==> src/rtl/cmos_dvp_pattern_gen.sv <==
// cmos_dvp_pattern_gen: DVP sensor emulator producing vsync/href/data frames with test patterns
// Position counters track the pixel being driven; outputs are registered from the next position.
module cmos_dvp_pattern_gen #(
   parameter int RAW_WIDTH   = 10,
   parameter int H_ACTIVE    = 640,
   parameter int H_BLANK     = 160,
   parameter int VSYNC_LINES = 2,
   parameter int V_BACK      = 16,
   parameter int V_ACTIVE    = 480,
   parameter int V_FRONT     = 10
) (
   input  logic                 pixel_clk,
   input  logic                 rst,
   input  logic                 en,
   input  logic [1:0]           mode,
   input  logic [RAW_WIDTH-1:0] const_val,
   output logic                 vsync,
   output logic                 href,
   output logic [RAW_WIDTH-1:0] data_out,
   output logic                 frame_start,
   output logic [15:0]          frame_cnt
);
   typedef enum logic [2:0] {IDLE, VSYNC, VBACK, ACTIVE, VFRONT} state_t;
   localparam logic [15:0] HT_M1 = 16'(H_ACTIVE + H_BLANK - 1);
   localparam logic [15:0] HA    = 16'(H_ACTIVE);
   localparam logic [15:0] VS_M1 = 16'(VSYNC_LINES - 1);
   localparam logic [15:0] VB_M1 = 16'(V_BACK - 1);
   localparam logic [15:0] VA_M1 = 16'(V_ACTIVE - 1);
   localparam logic [15:0] VF_M1 = 16'(V_FRONT - 1);
   state_t                 state_q, state_d, nxt;
   logic [15:0]            x_q, x_d, line_q, line_d, last_line;
   logic                   x_end, l_end, start;
   logic [1:0]             mode_q, mode_d;
   logic [RAW_WIDTH-1:0]   const_q, const_d, pix;
   logic                   vsync_q, vsync_d, href_q, href_d, frame_start_q, frame_start_d;
   logic [RAW_WIDTH-1:0]   data_q, data_d;
   logic [15:0]            frame_cnt_q, frame_cnt_d;
   always_comb begin
      last_line = state_q == VSYNC ? VS_M1 : state_q == VBACK ? VB_M1 : state_q == ACTIVE ? VA_M1 : VF_M1;
      x_end = x_q == HT_M1;
      l_end = line_q == last_line;
      // frame end only leaves VFRONT; en decides between back-to-back frame and idle
      nxt = state_q == VSYNC ? VBACK : state_q == VBACK ? ACTIVE : state_q == ACTIVE ? VFRONT : en ? VSYNC : IDLE;
      state_d = state_q == IDLE ? (en ? VSYNC : IDLE) : (x_end && l_end) ? nxt : state_q;
      x_d = (state_q == IDLE || x_end) ? '0 : x_q + 16'd1;
      line_d = (state_q == IDLE || (x_end && l_end)) ? '0 : x_end ? line_q + 16'd1 : line_q;
      start = state_d == VSYNC && (state_q == IDLE || state_q == VFRONT);
      mode_d = start ? mode : mode_q;
      const_d = start ? const_val : const_q;
      pix = mode_q == 2'd0 ? RAW_WIDTH'(x_d) : mode_q == 2'd1 ? RAW_WIDTH'(line_d) :
            mode_q == 2'd2 ? {RAW_WIDTH{x_d[3] ^ line_d[3]}} : const_q;
      vsync_d = state_d == VSYNC;
      href_d = state_d == ACTIVE && x_d < HA;
      data_d = href_d ? pix : '0;
      frame_start_d = start;
      frame_cnt_d = frame_cnt_q + {15'd0, start};
   end
   always_ff @(posedge pixel_clk) begin
      if (rst) begin
         state_q       <= IDLE;
         x_q           <= '0;
         line_q        <= '0;
         mode_q        <= '0;
         const_q       <= '0;
         vsync_q       <= 1'b0;
         href_q        <= 1'b0;
         data_q        <= '0;
         frame_start_q <= 1'b0;
         frame_cnt_q   <= '0;
      end else begin
         state_q       <= state_d;
         x_q           <= x_d;
         line_q        <= line_d;
         mode_q        <= mode_d;
         const_q       <= const_d;
         vsync_q       <= vsync_d;
         href_q        <= href_d;
         data_q        <= data_d;
         frame_start_q <= frame_start_d;
         frame_cnt_q   <= frame_cnt_d;
      end
   end
   assign vsync       = vsync_q;
   assign href        = href_q;
   assign data_out    = data_q;
   assign frame_start = frame_start_q;
   assign frame_cnt   = frame_cnt_q;
endmodule

==> config.mk <==
export PLATFORM = sky130hd
export DESIGN_NAME = cmos_dvp_pattern_gen
export DESIGN_NICKNAME = d
export VERILOG_FILES = /design/src/rtl/cmos_dvp_pattern_gen.sv
export SDC_FILE = /design/constraint.sdc
export NUM_CORES = 1
export LEC_CHECK = 0
export BUFFER_PORTS_ARGS = -buffer_cell sky130_fd_sc_hd__buf_2
export CAP_MARGIN = 20
export CORE_UTILIZATION = 45
export CTS_BUF_LIST = sky130_fd_sc_hd__clkbuf_16
export DETAILED_ROUTE_END_ITERATION = 12
export GPL_TIMING_DRIVEN = 0
export PLACE_DENSITY = 0.62
export SLEW_MARGIN = 15
export SYNTH_ARGS = -nofsm -noshare
export SYNTH_HDL_FRONTEND = slang
export SYNTH_SLANG_ARGS = --single-unit
==> constraint.sdc <==
create_clock -name pixel_clk -period 3.3 [get_ports pixel_clk]
set_input_delay 0 -clock pixel_clk [delete_from_list [all_inputs] [get_ports pixel_clk]]
set_output_delay 0 -clock pixel_clk [all_outputs]
set_load 0.1 [all_outputs]
==> After elaboration in Yosys (flattened, before gate mapping) <==
Cells that the tools add are included.
{ "op_classes": {"n_lt_le_gt_ge": 1, "reduce_logical": 10, "eq_ne": 10, "bitwise": 2, "add_sub_neg": 3, "mux": 15} }
{ "ops": {"columns": ["op", "count"], "rows": [
  ["$mux W10", 5],
  ["$add A16 B1 Y16 const B", 2],
  ["$mux W9", 3],
  ["$add A16 B1 Y16", 1],
  ["$eq A16 B10 Y1 const B", 1],
  ["$eq A16 B9 Y1", 1],
  ["$lt A16 B10 Y1 const B", 1],
  ["$mux W16", 1],
  ["$mux W3", 5],
  ["$eq A3 B2 Y1 const B", 3],
  ["$eq A3 B1 Y1 const B", 2],
  ["$reduce_or A2 Y1", 2],
  ["$eq A3 B3 Y1 const B", 1],
  ["$logic_and A1 B1 Y1", 3],
  ["$logic_not A3 Y1", 1],
  ["$logic_or A1 B1 Y1", 3],
  ["$eq A2 B1 Y1 const B", 1],
  ["$eq A2 B2 Y1 const B", 1],
  ["$logic_not A2 Y1", 1],
  ["$mux W1", 1],
  ["$not A1 Y1", 1],
  ["$xor A1 B1 Y1", 1]
]} }
{ "word_totals": {"inputBits": 15, "output_inout_bits": 29, "word_cells": 52, "ff_bits": 76} }

==> Longest topological paths before layout <==
{ "logic_depth": {"ltp_word": 12, "depth_mapped": 14, "mapped_depth_nobuf": 12} }

==> Least setup slack after synthesis <==
OpenSTA, ideal clock, no wires.
{ "synth_path": {"path_type": "register to register", "from": "reg line_q[2]", "to": "reg frame_cnt_q[6], in the netlist frame_cnt[6]", "synth_period_minus_slack_ns": 3.012, "stages_incl_launch_ff": 15, "path_buffers": 2, "t_required_ns": 3.233, "arrival_time_ns": 2.946, "path_slack_ns": 0.288, "setup_time_ns": 0.067, "cell_sequence": "dfxtp_1 -> buf_6 -> or2_1 -> a2111oi_4 -> o2111ai_4 -> o21ai_1 -> nand3_1 -> buf_2 -> inv_1 -> ha_1 -> ha_1 -> and3_1 -> nand3_1 -> xor2_1 -> nor2_1"} }
{ "synth_via": {"elab_chain_len": 7} }
{ "synth_lines": {"columns": ["item", "line_no", "rtl"], "rows": [
  ["start, declared", "31", "logic [15:0] x_q, x_d, line_q, line_d, last_line;"],
  ["start signal, assigned", "73", "line_q <= line_d;"],
  ["$eq A16 B9 Y1", "41", "l_end = line_q == last_line;"],
  ["$logic_and A1 B1 Y1", "44", "state_d = state_q == IDLE ? (en ? VSYNC : IDLE) : (x_end && l_end) ? nxt : state_q;"],
  ["$mux W3 (2 in series)", "44", null],
  ["$eq A3 B1 Y1", "47", "start = state_d == VSYNC && (state_q == IDLE || state_q == VFRONT);"],
  ["$logic_and A1 B1 Y1", "47", null],
  ["via frame_start_d", "35", "logic vsync_q, vsync_d, href_q, href_d, frame_start_q, frame_start_d;"],
  ["$add A16 B1 Y16", "56", "frame_cnt_d = frame_cnt_q + {15'd0, start};"],
  ["end signal, assigned", "80", "frame_cnt_q <= frame_cnt_d;"],
  ["end, declared", "37", "logic [15:0] frame_cnt_q, frame_cnt_d;"]
]} }
The timed path passes the listed nets, and every way through them passes these cells.
A chain may end at the register's enable or synchronous reset.

==> Worst setup path after layout <==
Same ends and word-level chain as after synthesis.

==> summary.md <==
| Metric | Value |
|---|---|
| Worst setup SP type | flip-flop |
| Vias | approximately 3200 |
| Buffers on Ports | between 40 and 50 |
| Core area | approximately 8200 µm² |
| Pin count of the biggest net entering global routing | 13 |
| FILL cells | roughly 760 |
| Final Core Density | 56.0% |
| Initial Util | 46.6% |
| Seq cells post-synth | 76 |
| DR WL/cell | ~15 µm |
| First DRT Iteration DRCs | 107 |
| Cell variety after synth | 62 |
| FMAX | 326 MHz |
| Total global routing overflow | 0 |
| Post-synth ARST share | 0% |
| # nets final | around 520 |
| Finish-stage setup viols | 0 |
| Clock Skews | 0.00849 ns |
| Cts bufs inserted | 9 |
| Number of global-route vias before repair | between 3000 and 4000 |
| Setup tns final | 0 ns |
| Syn Nets | roughly 450 |
| Syn-to-layout area delta | 20.2% |
| Period utilization | between 90% and 100% |
| All-Layer GR Usage | 22.0% |
| Leak | roughly 0.0018 µW |
| Worst-skew pair later-pin latency | 0.33 ns |
| TritonCTS clock tree | built |
| DIE AREA | ~8900 µm² |
| Average cell area after synthesis | 8.90 µm² |
| Die H | about 94 µm |
| Crit-path max cell delay | around 0.40 ns |
| Slew HR | between 40% and 50% |
| Fin cells | between 600 and 700 |
| Cell Pwr Density | between 400 and 500 nW/µm² |
| CP Max Fanout | 10 |
| Post-Synthesis Cell Area | ~3800 µm² |
| Row cnt | 33 |
| Post-route cell area | ~4600 µm² |
| Num Clock Sinks | 76 |
| CP Capture Type | flip-flop |
| Critical-path cell list | buf_6 -> or2_1 -> a2111oi_4 -> o2111ai_4 -> o21ai_2 -> nand3_2 -> buf_4 -> inv_1 -> ha_1 -> ha_2 -> and3_1 -> nand3_1 -> xor2_1 -> nor2_1 |
| Final Hold Viols | 0 |
| Sequential fraction of the synthesis area | around two fifths |
| First-pass GRT wire length | 14.9 mm |
| Crit path DAT | between 3 and 4 ns |
| Io pins | 44 |
| Initial antenna violation count | 0 |
| Post-Syn Instances | between 400 and 500 |
| Antenna Nets Post-Route | 0 |
| GP Congestion | about 0.83 |
| Slowest library cell on the worst path | a2111oi_4 |
| Top FF cell, synth | dfxtp_1 |
| Status | completed |
| Share of post-route cells with drive strength above 1 | a little under a fifth |
| Tmin final | about 3 ns |
| Dpl cell area | roughly 4200 µm² |
| Die W | 94.2 µm |
| Max clock buf depth | 2 |
| Peak supply drop | 286 µV |
| Fin. max-slew vios | 0 |
| Post-DP HPWL | roughly 6.5 mm |
| Clock root buffer master | clkbuf_16 |
| Diodes inserted | 0 |
| HP Class | in2reg |
| Req. time, crit path | about 3.5 ns |
| DRT Pass-1 Iters | 4 |
| Clk slew on worst S/H paths | roughly 0.060 ns |
| Yosys warnings | 0 |
| Residual DRC | 0 |
| RSZ-0062 raised after global routing | no |
| Placed Cells | around 580 |
| Number of vias per cell | between 5 and 6 |
| Worst Tran Pin Value | around 0.85 ns |
| Number of synthesized flops with an enable pin | 0 |
| Max-Cap Viols | 0 |
| Total wire length | 9.10 mm |
| H-tree depth | 3 |
| Critical path class | reg2reg |
-- cell usage in the layout, fill, tap and decap left out, types with 7 or more instances in the layout --
master / count
a31oi_1: 12
and3_1: 10
buf_2: 48
clkbuf_1: 10
clkbuf_16: 9
dfxtp_1: 76
dlygate4sd3_1: 12
inv_1: 8
mux2i_1: 14
nand2_1: 28
nand3_1: 20
nand4_1: 12
nor2_1: 73
nor2b_1: 8
nor3_1: 14
o21ai_0: 7
or3_1: 10
xnor2_1: 17
xor2_1: 26
-- stage by stage --
step,power (µW),setup WS (ns),hold slack [ns]
global placement,1140,-0.0481,0.230
CTS,2100,0.0301,0.00741
global route,2160,0.0206,0.0427
finish,2080,0.229,0.0230
detailed placement,1140,-0.0480,0.239
floorplan,1100,0.288,0.144
-- timing repair --
item | CTS | global route
hold buffers | 12 | 0
hold endpoints to repair | 12 | 0
pin swaps | 0 | 1
setup buffers | 0 | 1
resized for setup | 2 | 3
endpoints found under the setup margin | 3 | 11
-- critical path, delay by kind of cell (launching register included) --
| family | cells | cell delay (ns) |
|---|---|---|
| AOI/OAI and AO/OA | 3 | 0.87 |
| and+or+nand+nor | 5 | 0.78 |
| buffers and inverters | 3 | 0.43 |
| adders and majority gates | 2 | 0.41 |
| DFF | 1 | 0.30 |
| xor gates and xnor gates | 1 | 0.15 |
-- state kept, by name, summed over array words and instances, names as in the netlist --
| signal | flops |
|---|---|
| const_q | 10 |
| vsync | 1 |
| frame_start | 1 |
| mode_q | 2 |
| line_q | 16 |
| x_q | 16 |
| state_q | 3 |
| frame_cnt | 16 |
| data_out | 10 |
| href | 1 |
-- area by class of cell --
type                            count  area (µm²)  area share, %
Tap cell                          105         131           2.86
Inverter                            7        26.3          0.571
Sequential cell                    76        1520           33.1
Multi-Input combinational cell    324        2170           47.2
Buffer                             22         123           2.67
Clock inverter                      7        60.1           1.31
Clock buffer                        9         225           4.90
Timing Repair Buffer               56         343           7.46
-- routing by layer --
layer  vias up  GRT usage [%]  part of all wire, %
met5         -              0                    0
met4         0           10.4                  1.7
met3        10           3.88                  3.7
met2        67           34.2                   45
met1      1492           29.3                   50
li1       1645              -                    -
-- cells by family after synthesis --
| family | Yosys count | share of synthesized area (%) |
|---|---|---|
| AND/OR/NAND/NOR | 211 | 30.6 |
| flip-flops | 76 | 39.8 |
| AO/OA/AOI/OAI | 51 | 10.5 |
| XOR/XNOR | 44 | 10.3 |
| buffers and inverters | 30 | 3.86 |
| multiplexers | 14 | 3.66 |
| adder cells (fa/ha/maj) | 4 | 1.31 |
-- Yosys cell counts (all sizes together) (11+ instances only) --
library cell / number / area [µm²]
nand4: 14 / 109
nor3: 14 / 70.1
mux2i: 14 / 140
dfxtp: 76 / 1520
and3: 11 / 70.1
buf: 12 / 80.1
xor2: 27 / 244
nand3: 23 / 125
clkbuf: 11 / 41.3
xnor2: 17 / 149
a31oi: 13 / 87.6
nor2: 74 / 294
nand2: 28 / 105
-- path summary, 6_finish.rpt --
check	startpoint	to	slack, ns	cells past startpoint
setup / recovery	line_q[2]	frame_cnt[6]	0.23	14
hold / removal	en	vsync	0.02	3
hold reg to reg	x_q[0]	x_q[0]	0.50	1
setup reg to reg	line_q[2]	frame_cnt[6]	0.23	14
-- where the power goes --
group	total, µW	leakage (µW)	switching [µW]	internal (µW)
clock network	942	0.000148	367	575
logic	188	0.00107	127	61.3
registers	950	0.000615	13.4	937
Power figures use the tool's default switching activity.
